`src/rtl/score_combo_manager.sv`:
```
// Rhythm-game scoring: accumulates score, combo and judgment counts over one song
// through an IDLE/PLAY/DONE sequence.
module score_combo_manager #(
    parameter int unsigned TOTAL_NOTES = 32,
    parameter int unsigned MAX_SCORE   = 1000000,
    parameter int unsigned SCORE_W     = 20,
    parameter int unsigned COUNT_W     = 8
) (
    input  logic               clk,
    input  logic               rst,
    input  logic               start,
    input  logic               clear,
    input  logic               judge_valid,
    input  logic [1:0]         judge_grade,
    output logic [SCORE_W-1:0] score,
    output logic [COUNT_W-1:0] combo,
    output logic [COUNT_W-1:0] max_combo,
    output logic [COUNT_W-1:0] notes_judged,
    output logic [COUNT_W-1:0] perfect_cnt,
    output logic [COUNT_W-1:0] miss_cnt,
    output logic               playing,
    output logic               done,
    output logic               full_combo
);

    localparam logic [1:0] S_IDLE = 2'd0;
    localparam logic [1:0] S_PLAY = 2'd1;
    localparam logic [1:0] S_DONE = 2'd2;

    localparam int unsigned STEP = MAX_SCORE / TOTAL_NOTES;
    localparam logic [SCORE_W:0]   INC_PERFECT = (SCORE_W+1)'(STEP);
    localparam logic [SCORE_W:0]   INC_GREAT   = (SCORE_W+1)'((STEP * 3) / 4);
    localparam logic [SCORE_W:0]   INC_GOOD    = (SCORE_W+1)'(STEP / 2);
    localparam logic [SCORE_W:0]   MAX_EXT     = (SCORE_W+1)'(MAX_SCORE);
    localparam logic [SCORE_W-1:0] MAX_OUT     = SCORE_W'(MAX_SCORE);
    localparam logic [COUNT_W-1:0] TOTAL_C     = COUNT_W'(TOTAL_NOTES);

    logic [1:0]         state_q, state_d;
    logic [SCORE_W-1:0] score_q, score_d;
    logic [COUNT_W-1:0] combo_q, combo_d;
    logic [COUNT_W-1:0] maxc_q, maxc_d;
    logic [COUNT_W-1:0] notes_q, notes_d;
    logic [COUNT_W-1:0] perf_q, perf_d;
    logic [COUNT_W-1:0] miss_q, miss_d;
    logic               playing_q, playing_d;
    logic               done_q, done_d;
    logic               fc_q, fc_d;
    logic [SCORE_W:0]   inc;
    logic [SCORE_W:0]   sum;

    always_comb begin
        case (judge_grade)
            2'd3:    inc = INC_PERFECT;
            2'd2:    inc = INC_GREAT;
            2'd1:    inc = INC_GOOD;
            default: inc = '0;
        endcase
        sum = {1'b0, score_q} + inc;
    end

    always_comb begin
        state_d   = state_q;
        score_d   = score_q;
        combo_d   = combo_q;
        maxc_d    = maxc_q;
        notes_d   = notes_q;
        perf_d    = perf_q;
        miss_d    = miss_q;
        playing_d = playing_q;
        done_d    = done_q;
        fc_d      = fc_q;
        if (clear) begin
            state_d   = S_IDLE;
            score_d   = '0;
            combo_d   = '0;
            maxc_d    = '0;
            notes_d   = '0;
            perf_d    = '0;
            miss_d    = '0;
            playing_d = 1'b0;
            done_d    = 1'b0;
            fc_d      = 1'b0;
        end else begin
            case (state_q)
                S_IDLE: begin
                    // a judgment arriving with start is intentionally dropped
                    if (start) begin
                        state_d   = S_PLAY;
                        score_d   = '0;
                        combo_d   = '0;
                        maxc_d    = '0;
                        notes_d   = '0;
                        perf_d    = '0;
                        miss_d    = '0;
                        playing_d = 1'b1;
                        done_d    = 1'b0;
                        fc_d      = 1'b0;
                    end
                end
                S_PLAY: begin
                    if (judge_valid) begin
                        notes_d = notes_q + 1'b1;
                        if (judge_grade == 2'd3) perf_d = perf_q + 1'b1;
                        if (judge_grade == 2'd0) begin
                            miss_d  = miss_q + 1'b1;
                            combo_d = '0;
                        end else if (combo_q != '1) begin
                            combo_d = combo_q + 1'b1;
                        end
                        maxc_d  = (combo_d > maxc_q) ? combo_d : maxc_q;
                        score_d = (sum > MAX_EXT) ? MAX_OUT : sum[SCORE_W-1:0];
                        if (notes_d == TOTAL_C) begin
                            state_d   = S_DONE;
                            playing_d = 1'b0;
                            done_d    = 1'b1;
                            fc_d      = (miss_d == '0);
                            // all-PERFECT absorbs the integer-division remainder
                            if (perf_d == TOTAL_C) score_d = MAX_OUT;
                        end
                    end
                end
                S_DONE: ;
                default: begin
                    state_d   = S_IDLE;
                    playing_d = 1'b0;
                    done_d    = 1'b0;
                    fc_d      = 1'b0;
                end
            endcase
        end
    end

    always_ff @(posedge clk or posedge rst) begin
        if (rst) begin
            state_q   <= S_IDLE;
            score_q   <= '0;
            combo_q   <= '0;
            maxc_q    <= '0;
            notes_q   <= '0;
            perf_q    <= '0;
            miss_q    <= '0;
            playing_q <= 1'b0;
            done_q    <= 1'b0;
            fc_q      <= 1'b0;
        end else begin
            state_q   <= state_d;
            score_q   <= score_d;
            combo_q   <= combo_d;
            maxc_q    <= maxc_d;
            notes_q   <= notes_d;
            perf_q    <= perf_d;
            miss_q    <= miss_d;
            playing_q <= playing_d;
            done_q    <= done_d;
            fc_q      <= fc_d;
        end
    end

    assign score        = score_q;
    assign combo        = combo_q;
    assign max_combo    = maxc_q;
    assign notes_judged = notes_q;
    assign perfect_cnt  = perf_q;
    assign miss_cnt     = miss_q;
    assign playing      = playing_q;
    assign done         = done_q;
    assign full_combo   = fc_q;

endmodule

```
`config.mk`:
```
export PLATFORM = sky130hd
export DESIGN_NAME = score_combo_manager
export DESIGN_NICKNAME = d
export VERILOG_FILES = /design/src/rtl/score_combo_manager.sv
export SDC_FILE = /design/constraint.sdc
export NUM_CORES = 1
export LEC_CHECK = 0
export BUFFER_PORTS_ARGS = -buffer_cell sky130_fd_sc_hd__buf_2
export CORE_MARGIN = 8
export CORE_UTILIZATION = 58
export DETAILED_ROUTE_END_ITERATION = 16
export PLACE_DENSITY = 0.86
export SLEW_MARGIN = 15
export SYNTH_ARGS = -nofsm -noshare
export SYNTH_HDL_FRONTEND = slang
export SYNTH_SLANG_ARGS = --single-unit
```
`constraint.sdc`:
```
create_clock -name clk -period 4.5 [get_ports clk]
set_clock_uncertainty 0.2 [all_clocks]
set_input_delay 0.45 -clock clk [delete_from_list [all_inputs] [get_ports clk]]
set_output_delay 0.45 -clock clk [all_outputs]
set_load 0.005 [all_outputs]
```
---- Word-level counts from Yosys, hierarchy flattened ----
Index checks and enable logic that the tools add are counted.
Widths: inputs -> output; s select.
operators by class
  add/sub/neg operators ................... 5
  order comparisons ....................... 2
  eq/ne operators ......................... 13
  muxes and demuxes ....................... 57
  reductions and logical operators ........ 7
operators with widths
  operator              number
  $mux 8                25
  $mux 20               6
  $pmux 8 s2            5
  $pmux 15 s3           1
  $pmux 20 s2           1
  $add 8x1->8 const B   4
  $add 20x21->21        1
  $gt 21x20->1 const B  1
  $eq 8x6->1 const B    2
  $ne 3x3->1 const B    4
  $mux 1                11
  $pmux 1 s3            3
  $gt 8x8->1            1
  $logic_not 8->1       1
  $mux 2                4
  $ne 8x8->1 const B    1
  $reduce_and 4->1      2
  $eq 2x2->1 const B    3
  $pmux 2 s3            1
  $eq 2x1->1 const B    2
  $logic_not 2->1       2
  $reduce_and 3->1      1
  $reduce_bool 3->1     1
  $ne 2x2->1 const B    1
storage, ports and cells
  bits in registers ....................... 65
  bits of input ports ..................... 7
  output and inout bits ................... 63

---- Longest topological paths before layout ----
Gate-level depths: netlist of run 1.
  depth in word-level cells ............... 11
  depth in mapped cells ................... 17

---- Worst setup path after synthesis of run 1 ----
Ideal clock, no wire load.
  kind .................................... input port to flip-flop
  from .................................... input judge_grade[0]
  to ...................................... register score_q[15] (netlist: score[15])
  setup time .............................. 65 ps
  data arrival time ....................... 3,441 ps
  data required time ...................... 4,235 ps
  slack ................................... 794 ps
  stages .................................. 15
  cell sequence ........................... inv_1 > ha_1 > ha_1 > ha_1 > a21oi_1 > o211ai_1 > a31oi_2 > o221ai_1 > a211oi_1 > a221oi_1 > or4b_4 > a31o_4 > buf_6 > nor3_2 > a211o_1
on the way
  cells in the longest elaborated chain, start to end .. 11
  elaborated cells between the ends (all ways) .. 17
  classes of those cells .................. add/sub: 1; order compare: 1; eq/ne: 4; mux: 11
RTL lines
  item                                                    line  RTL
  start, declared                                         14    input logic [1:0] judge_grade,
  branches (longest 7 deep; another with $add 20x21->21)  --
  $mux 20 *                                               112   if (notes_d == TOTAL_C) begin
  $mux 20 *                                               101   if (judge_valid) begin
  $pmux 20 s2 *                                           84    case (state_q)
  $mux 20 *                                               72    if (clear) begin
  end signal, assigned                                    147   score_q <= score_d;
  end, declared                                           39    logic [SCORE_W-1:0] score_q, score_d;
Mark *: on every way between the ends. The select of a mux whose other input is x is not followed.
A chain may end at the register's enable or synchronous reset.

---- Worst setup path in the final report of run 1 ----
  from .................................... input judge_grade[0]
  to ...................................... register score_q[5] (netlist: score[5])
Same word-level chain as after synthesis.

==> flow_metrics.env, run 1 <==
export IMPL_status="finished, final reports clean"
export IMPL_die_x_um=106
export IMPL_setup_viol=0
export IMPL_worstRegToRegCells=12
export IMPL_grt_pass1_wl_mm=21.5
export IMPL_fin_nets=649
export IMPL_clock_root_buffer="clkbuf_8"
export IMPL_vdd_drop_max_mv=0.239
export IMPL_final_hold_viol_count=0
export IMPL_cts_sinks=64
export IMPL_period_needed_ns=4.08
export IMPL_worstPathMaxFanout=13
export IMPL_cts_hold_buf=1
export IMPL_ys_seq_area_frac=0.343
export IMPL_whs_ns=0.225
export IMPL_grt_setup_unrepaired="false"
export IMPL_rows=32
export IMPL_post_route_period_util=0.907
export IMPL_slowest_stage="or4b_4"
export IMPL_arrival_ns=4.16
export IMPL_layout_area_seq_um2=1600
export IMPL_grt_pass1_vias=4500
export IMPL_insertion_delay_ns=0.34
export IMPL_grt_max_degree=45
export IMPL_avgViaCountPerCell=6.31
export IMPL_reg2reg_to="score[5]"
export IMPL_yosys_area_top_type="dfrtp_1"
export IMPL_grt_overflow=0
export IMPL_num_antenna_cells=0
export IMPL_drc=0
export IMPL_drtIter0Drc=351
export IMPL_max_freq_mhz=245
export IMPL_reg2reg_setup_slack_ns=0.61
export IMPL_required_ns=4.58
export IMPL_antenna_found_initial=0
export IMPL_clockBufferDepth=2
export IMPL_synthDistinctLibCells=65
export IMPL_initial_core_util=0.601
export IMPL_num_io_pins=70
export IMPL_dp_hpwl_mm=9.39
export IMPL_drive_above_1_share=0.175
export IMPL_cts_tree="done"
export IMPL_cts_buffers=9
export IMPL_ys_ff_latch=64
export IMPL_final_area_um2=5320
export IMPL_vias=4568
export IMPL_postCtsSetupRepairBufs=0
export IMPL_postRouteAntennaNets=0
export IMPL_core_area_um2=7770
export IMPL_worstReg2RegStart="score[1]"
export IMPL_layout_commonest_cell="nand2_1"
export IMPL_path_buf_inv=3
export IMPL_hp_class="in -> reg"
export IMPL_finalSetupTns_ns=0
export IMPL_async_flop_share=1.00
export IMPL_cp_end_kind="flip-flop"
export IMPL_port_buffers=69
export IMPL_place_congestion=0.952
export IMPL_holdCritStartpoint="clear"
export IMPL_synth_edf_count=0
export IMPL_crit_family="compound AO/OA/AOI/OAI gates"
export IMPL_finalMaxSlewViolations=0
export IMPL_syn2layout_area_growth_pct=13.9
export IMPL_slowest_delay_ns=0.51
export IMPL_worst_pin_slew_ns=0.748
export IMPL_grt_total_usage=0.229
export IMPL_p_leak_nw=2.54
export IMPL_path_clk_slew_ns=0.07
export IMPL_mostFrequentLayoutCells="73 x nand2_1, 69 x buf_2, 64 x dfrtp_1, 59 x o21ai_0, 41 x nor2_1"
export IMPL_path_cells="buf_2 -> inv_1 -> ha_1 -> inv_1 -> ha_1 -> a21o_1 -> a21o_1 -> a211oi_1 -> o221ai_1 -> a211oi_1 -> a221oi_1 -> or4b_4 -> a31o_4 -> o32ai_2 -> a22o_1"
export IMPL_wirelength_mm=12.8
export IMPL_drv_cap=0
export IMPL_power_density_nw_per_um2=324
export IMPL_synth_avg_cell_area_um2=8.43
export IMPL_dieHeight_um=106
export IMPL_fillers=636
export IMPL_dpl_cell_area_um2=5090
export IMPL_firstDrtPassIters=5
export IMPL_detail_route_wl_per_cell_um=17.7
export IMPL_relSlewSlack=0.500
export IMPL_yosysTopAreaCellShare=0.343
export IMPL_worst_setup_path_type="in -> reg"
export IMPL_netlist_instances=554
export IMPL_htreeDepth=3
export IMPL_dieArea_um2=11200
export IMPL_multiInputGateArea_um2=2900
export IMPL_ys_top_cells_by_area="dfrtp_1 34%, ha_1 6.7%, o21ai_0 6.3%"
export IMPL_syn_nets=586
export IMPL_hold_depth=2
export IMPL_postCtsResizedCells=0
export IMPL_yosys_warnings=0
export IMPL_critPathLaunchType="input pin"
export IMPL_worstHoldEndpoint="state_q[1]"
export IMPL_syn_area_um2=4670
export IMPL_synth_ff_type="dfrtp_1"
==> cell families (layout without fill, tap and decap cells) <==
group                    after synthesis  after routing  synth area share
AND/OR/NAND/NOR                      209            209             0.218
AO/OA/AOI/OAI                        174            174             0.252
flip-flops                            64             64             0.343
buffers and inverters                 42            110            0.0388
XOR/XNOR                              32             32            0.0629
adder cells (fa/ha/maj)               25             25            0.0670
multiplexers                           8              8            0.0185
==> routing by layer <==
layer	track usage	part of all wire	vias to the layer above
met4	0.0995	0.020	0
met2	0.367	0.49	182
li1	-	-	2167
met3	0.0554	0.068	27
met5	0	0	-
met1	0.288	0.42	2192
==> stage by stage <==
stage,setup slack [ns],utilization,power [W],cells
floorplan,0.794,-,0.00102,554
global placement,0.384,0.655,0.00114,707
detailed placement,0.218,0.655,0.00117,707
CTS,0.502,0.685,0.00173,724
global route,0.196,0.685,0.00181,724
finish,0.420,0.685,0.00172,724
==> cell usage after synthesis (all sizes together) (6+ instances only) <==
master  number
nand3       22
o21ai       64
nand2b       6
nor2        43
inv         16
o211ai       8
buf          7
nand4        6
and3         9
ha          25
a21o        10
nor3        16
clkbuf      19
xor2        15
a31oi        7
a22o         9
a211o        8
xnor2       16
and2         7
dfrtp       64
nand2       73
a21oi       20
==> flip-flops by register name (all words and copies together), names as in the netlist <==
register      flops
combo             8
done              1
full_combo        1
max_combo         8
miss_cnt          8
notes_judged      8
perfect_cnt       8
score            20
state_q           2
==> power breakdown <==
part           switching [W]  total (W)  leakage (nW)  internal, W
Clock               0.000233   0.000559         0.106     0.000326
Sequential         0.0000560   0.000666         0.888     0.000610
Combinational       0.000305   0.000499          1.54     0.000194
Total               0.000594    0.00172          2.54      0.00113
==> area by class of cell <==
class,count,area share
multi-input combinational,448,0.544
sequential,64,0.301
timing repair buffer,78,0.0780
clock buffer,11,0.0266
tap,102,0.0240
clock inverter,5,0.0150
inverter,16,0.0113
==> how the worst max path moves through the flow <==
stage	startpoint	end	slack, ns	cells past startpoint
floorplan	judge_grade[0]	score[15]	0.79	15
global placement	judge_grade[0]	score[5]	0.38	14
detailed placement	judge_grade[0]	score[5]	0.22	15
CTS	judge_grade[0]	score[5]	0.50	15
global route	judge_grade[0]	score[5]	0.20	15
finish	judge_grade[0]	score[5]	0.42	15
No activity file was read; power rests on OpenSTA's default activity.
==> run 2: changes to the inputs <==
CELL_PAD_IN_SITES_DETAIL_PLACEMENT = 2   (was unset)
CELL_PAD_IN_SITES_GLOBAL_PLACEMENT = 2   (was unset)
CORE_UTILIZATION = 35   (was 58)
==> flow_metrics.env, run 2 (synthesized netlist as in run 1, its figures left out) <==
export IMPL_status="finished, final reports clean"
export IMPL_syn2layout_area_growth_pct=18.3
export IMPL_cp_end_kind="flip-flop"
export IMPL_num_io_pins=70
export IMPL_place_congestion=0.853
export IMPL_drc=0
export IMPL_final_hold_viol_count=0
export IMPL_drv_cap=0
export IMPL_port_buffers=69
export IMPL_htreeDepth=3
export IMPL_initial_core_util=0.356
export IMPL_postCtsResizedCells=0
export IMPL_rows=42
export IMPL_post_route_period_util=0.943
export IMPL_setup_viol=0
export IMPL_max_freq_mhz=236
export IMPL_period_needed_ns=4.24
export IMPL_fin_nets=649
export IMPL_insertion_delay_ns=0.34
export IMPL_cts_buffers=9
export IMPL_avgViaCountPerCell=5.93
export IMPL_worst_setup_path_type="in -> reg"
export IMPL_worstReg2RegStart="combo[1]"
export IMPL_cts_tree="done"
export IMPL_antenna_found_initial=0
export IMPL_required_ns=4.52
export IMPL_dieArea_um2=17300
export IMPL_hp_class="in -> async"
export IMPL_grt_setup_unrepaired="false"
export IMPL_vias=4736
export IMPL_dieHeight_um=132
export IMPL_finalSetupTns_ns=0
export IMPL_layout_commonest_cell="nand2_1"
export IMPL_dp_hpwl_mm=12.5
export IMPL_grt_overflow=0
export IMPL_path_clk_slew_ns=0.06
export IMPL_die_x_um=132
export IMPL_cts_hold_buf=0
export IMPL_grt_pass1_vias=5346
export IMPL_clockBufferDepth=2
export IMPL_critPathLaunchType="input pin"
export IMPL_clock_root_buffer="clkbuf_16"
export IMPL_largest_reg_flops=20
export IMPL_firstDrtPassIters=4
export IMPL_wirelength_mm=17.7
export IMPL_num_antenna_cells=0
export IMPL_final_cells=798
export IMPL_place_inst=782
export IMPL_grt_total_usage=0.204
export IMPL_drive_above_1_share=0.175
export IMPL_p_leak_nw=2.59
export IMPL_worstPathMaxFanout=5
export IMPL_fillers=1501
export IMPL_detail_route_wl_per_cell_um=22.2
export IMPL_postRouteAntennaNets=0
export IMPL_drtIter0Drc=251
export IMPL_power_density_nw_per_um2=364
export IMPL_mostFrequentLayoutCells="73 x nand2_1, 69 x buf_2, 64 x dfrtp_1, 59 x o21ai_0, 41 x nor2_1"
export IMPL_arrival_ns=4.26
export IMPL_grt_max_degree=39
export IMPL_vdd_drop_max_mv=0.166
export IMPL_startpoint="judge_grade[0]"
export IMPL_postCtsSetupRepairBufs=0
export IMPL_finalMaxSlewViolations=0
export IMPL_grt_pass1_wl_mm=28.9
export IMPL_cts_sinks=64
export IMPL_relSlewSlack=0.409
export IMPL_worst_pin_slew_ns=0.885
export IMPL_core_area_um2=13100
[run 2: cell types whose count changed in the layout (fill, tap and decap cells not counted), sizes merged]
cell | previous run | this run
buf | 77 | 78
clkbuf | 11 | 14
clkinv | 1 | 0
clkinvlp | 2 | 0
dlygate4sd3 | 1 | 0
[run 2: area by class of cell]
cell class / instances / area [um2] / share of cell area
clock buffers: 14 / 274 / 0.0496
clock inverters: 2 / 60.1 / 0.0109
inverters: 16 / 60.1 / 0.0109
multi-input cells: 448 / 2900 / 0.524
flip-flops and latches: 64 / 1600 / 0.290
well taps: 176 / 220 / 0.0399
repair buffers: 78 / 413 / 0.0747
[run 2: final timing paths]
kind | to | depth (start not counted) | slack [ns]
worst max-delay path | score[4] | 15 | 0.26
worst min-delay path | combo[7] | 2 | 0.10
worst max register to register | max_combo[4] | 16 | 0.37
worst min register to register | done | 1 | 0.30
max in group asynchronous | score[5] | 3 | 3.07
min in group clk | state_q[1] | 2 | 0.28
[run 2: per-stage QoR]
step	util	area [um2]	total power [W]	hold WS (ns)	worst slack, ns
global placement	0.395	5190	0.00117	0.292	0.310
floorplan	-	4670	0.00102	0.293	0.794
CTS	0.421	5530	0.00203	0.127	0.301
finish	0.421	5530	0.00201	0.103	0.258
detailed placement	0.395	5190	0.00120	0.297	0.0505
global route	0.421	5530	0.00210	0.164	0.0494
[run 2: worst max-delay path, cell delays in order]
cell,delay (ns)
buf_2,0.13
inv_1,0.09
ha_1,0.35
ha_1,0.23
ha_1,0.20
a21oi_1,0.27
o211ai_1,0.21
a31oi_2,0.36
o221ai_1,0.24
a211oi_1,0.41
a221oi_1,0.09
o21ai_0,0.39
and3_1,0.37
nor2_2,0.11
a311o_1,0.35
[run 2: power breakdown]
part	internal (W)	switching, W	leakage (nW)
clock network	0.000531	0.000268	0.163
registers	0.000611	0.0000580	0.888
logic	0.000196	0.000345	1.54
[run 2: layer usage]
| metal | GRT usage | routed length (um) | vias to the layer above |
|---|---|---|---|
| li1 | - | - | 2162 |
| met4 | 0.0759 | 417 | 0 |
| met2 | 0.363 | 9060 | 110 |
| met5 | 0 | 0 | - |
| met1 | 0.239 | 7620 | 2431 |
| met3 | 0.0370 | 648 | 33 |
==> run 3: changes to the inputs <==
BUFFER_PORTS_ARGS = unset   (was -buffer_cell sky130_fd_sc_hd__buf_2)
CORE_UTILIZATION = 39   (was 35)
CTS_BUF_LIST = sky130_fd_sc_hd__clkbuf_16   (was unset)
DONT_BUFFER_PORTS = 1   (was unset)
RECOVER_POWER = 50   (was unset)
==> flow_metrics.env, run 3 (synthesized netlist as in run 1, its figures left out) <==
export IMPL_dpl_cell_area_um2=4790
export IMPL_slowest_delay_ns=0.49
export IMPL_final_hold_viol_count=0
export IMPL_detail_route_wl_per_cell_um=23.4
export IMPL_avgViaCountPerCell=6.28
export IMPL_initial_core_util=0.394
export IMPL_hp_class="in -> reg"
export IMPL_dieHeight_um=125
export IMPL_postCtsSetupRepairBufs=0
export IMPL_mostFrequentLayoutCells="73 x nand2_1, 64 x dfrtp_1, 59 x o21ai_0, 41 x nor2_1, 25 x ha_1"
export IMPL_num_antenna_cells=0
export IMPL_place_congestion=0.829
export IMPL_antenna_found_initial=0
export IMPL_drv_cap=1
export IMPL_core_area_um2=11900
export IMPL_grt_total_usage=0.207
export IMPL_finalMaxSlewViolations=42
export IMPL_period_needed_ns=4.10
export IMPL_dieArea_um2=15700
export IMPL_grt_max_degree=42
export IMPL_final_area_um2=5060
export IMPL_violations="max-capacitance violations, max-slew violations"
export IMPL_critPathLaunchType="flip-flop"
export IMPL_drtIter0Drc=178
export IMPL_worstPathMaxFanout=7
export IMPL_grt_pass1_vias=4946
export IMPL_path_cells="ha_1 -> nand2_1 -> nor2_1 -> nand4_1 -> mux2i_1 -> nor2_1 -> ha_1 -> nor2b_1 -> o21a_1 -> o21ai_0 -> nand2b_1 -> a21oi_1 -> o21ai_0 -> o21ai_0 -> a21oi_2 -> o21ai_0"
export IMPL_layout_commonest_cell="nand2_1"
export IMPL_firstDrtPassIters=4
export IMPL_wirelength_mm=16.4
export IMPL_whs_ns=0.174
export IMPL_setup_viol=0
export IMPL_rows=40
export IMPL_p_leak_nw=2.19
export IMPL_worst_setup_path_type="reg -> reg"
export IMPL_finalSetupTns_ns=0
export IMPL_clock_root_buffer="clkbuf_16"
export IMPL_worst_pin_slew_ns=1.69
export IMPL_required_ns=4.53
export IMPL_fillers=1339
export IMPL_grt_pass1_wl_mm=26.6
export IMPL_power_density_nw_per_um2=353
export IMPL_die_x_um=125
export IMPL_multiInputGateArea_um2=2900
export IMPL_place_inst=682
export IMPL_grt_setup_unrepaired="false"
export IMPL_layout_area_seq_um2=1600
export IMPL_port_buffers=0
export IMPL_cts_tree="done"
export IMPL_final_cells=698
export IMPL_dp_hpwl_mm=12.0
export IMPL_insertion_delay_ns=0.33
export IMPL_status="finished, violations left"
export IMPL_slowest_stage="dfrtp_1"
export IMPL_fin_ws_ns=0.400
export IMPL_cts_sinks=64
export IMPL_syn2layout_area_growth_pct=8.28
export IMPL_path_clk_slew_ns=0.06
export IMPL_grt_overflow=0
export IMPL_clockBufferDepth=2
export IMPL_drive_above_1_share=0.0672
export IMPL_cts_buffers=9
export IMPL_relSlewSlack=-0.126
export IMPL_fin_nets=579
export IMPL_dp_slack_ns=0.219
export IMPL_num_io_pins=70
export IMPL_post_route_period_util=0.911
export IMPL_postRouteAntennaNets=0
export IMPL_vias=4380
export IMPL_arrival_ns=4.13
export IMPL_htreeDepth=3
export IMPL_largest_reg_flops=20
export IMPL_vdd_drop_max_mv=0.204
export IMPL_drc=0
export IMPL_path_common_cell="o21ai_0"
export IMPL_max_freq_mhz=244
export IMPL_cp_end_kind="flip-flop"
## run 3: cell types whose count changed in the layout (fill, tap and decap cells not counted), sizes merged
cell / change
buf: -72
clkinv: +5
clkbuf: -4
bufinv: -2
dlygate4sd3: +1
inv: +1
## run 3: final timing paths
kind | from | cells past startpoint | endpoint | slack, ns
worst max register to register | combo[0] | 16 | max_combo[4] | 0.40
min in group asynchronous | rst | 1 | max_combo[0] | 0.34
worst min register to register | max_combo[3] | 2 | max_combo[3] | 0.35
worst min-delay path | clear | 2 | score[5] | 0.17
max in group asynchronous | rst | 2 | notes_judged[5] | 1.76
worst max-delay path | combo[0] | 16 | max_combo[4] | 0.40
## run 3: layout make-up
cell class / count / area share
clock buffer: 9 / 0.0445
clock inverter: 6 / 0.00569
inverter: 16 / 0.0119
multi-input combinational: 448 / 0.573
sequential: 64 / 0.317
tap: 147 / 0.0364
timing repair buffer: 8 / 0.0116
## run 3: where the power goes
group	internal, W	switching [W]
clock	0.000362	0.000257
sequential	0.000611	0.0000735
combinational	0.000173	0.000310
## run 3: through the flow
step,total power (W),utilization
2_1_floorplan,0.00102,-
3_3_place_gp,0.00113,0.404
3_5_place_dp,0.00117,0.404
4_1_cts,0.00180,0.426
5_1_grt,0.00187,0.426
6_report,0.00179,0.426
## run 3: worst max-delay path, delay by kind of cell, from the launching register on
| kind | cells | cell delay, ns |
|---|---|---|
| AOI/OAI and AO/OA | 7 | 1.24 |
| adders and majority gates | 2 | 0.58 |
| DFF | 1 | 0.49 |
| muxes | 1 | 0.21 |
| and+or+nand+nor | 6 | 1.28 |
## run 3: metal layers
layer	vias up	share of wire	GRT usage
met4	0	0.020	0.0738
met3	27	0.054	0.0548
li1	2028	-	-
met2	93	0.50	0.357
met1	2232	0.43	0.243
met5	-	0	0
## run 3: what timing repair did
| item | CTS | global route |
|---|---|---|
| hold buffers | 1 | 0 |
| resized for setup | 0 | 1 |
| endpoints found under the setup margin | 0 | 5 |
| endpoints found under the hold margin | 1 | 0 |
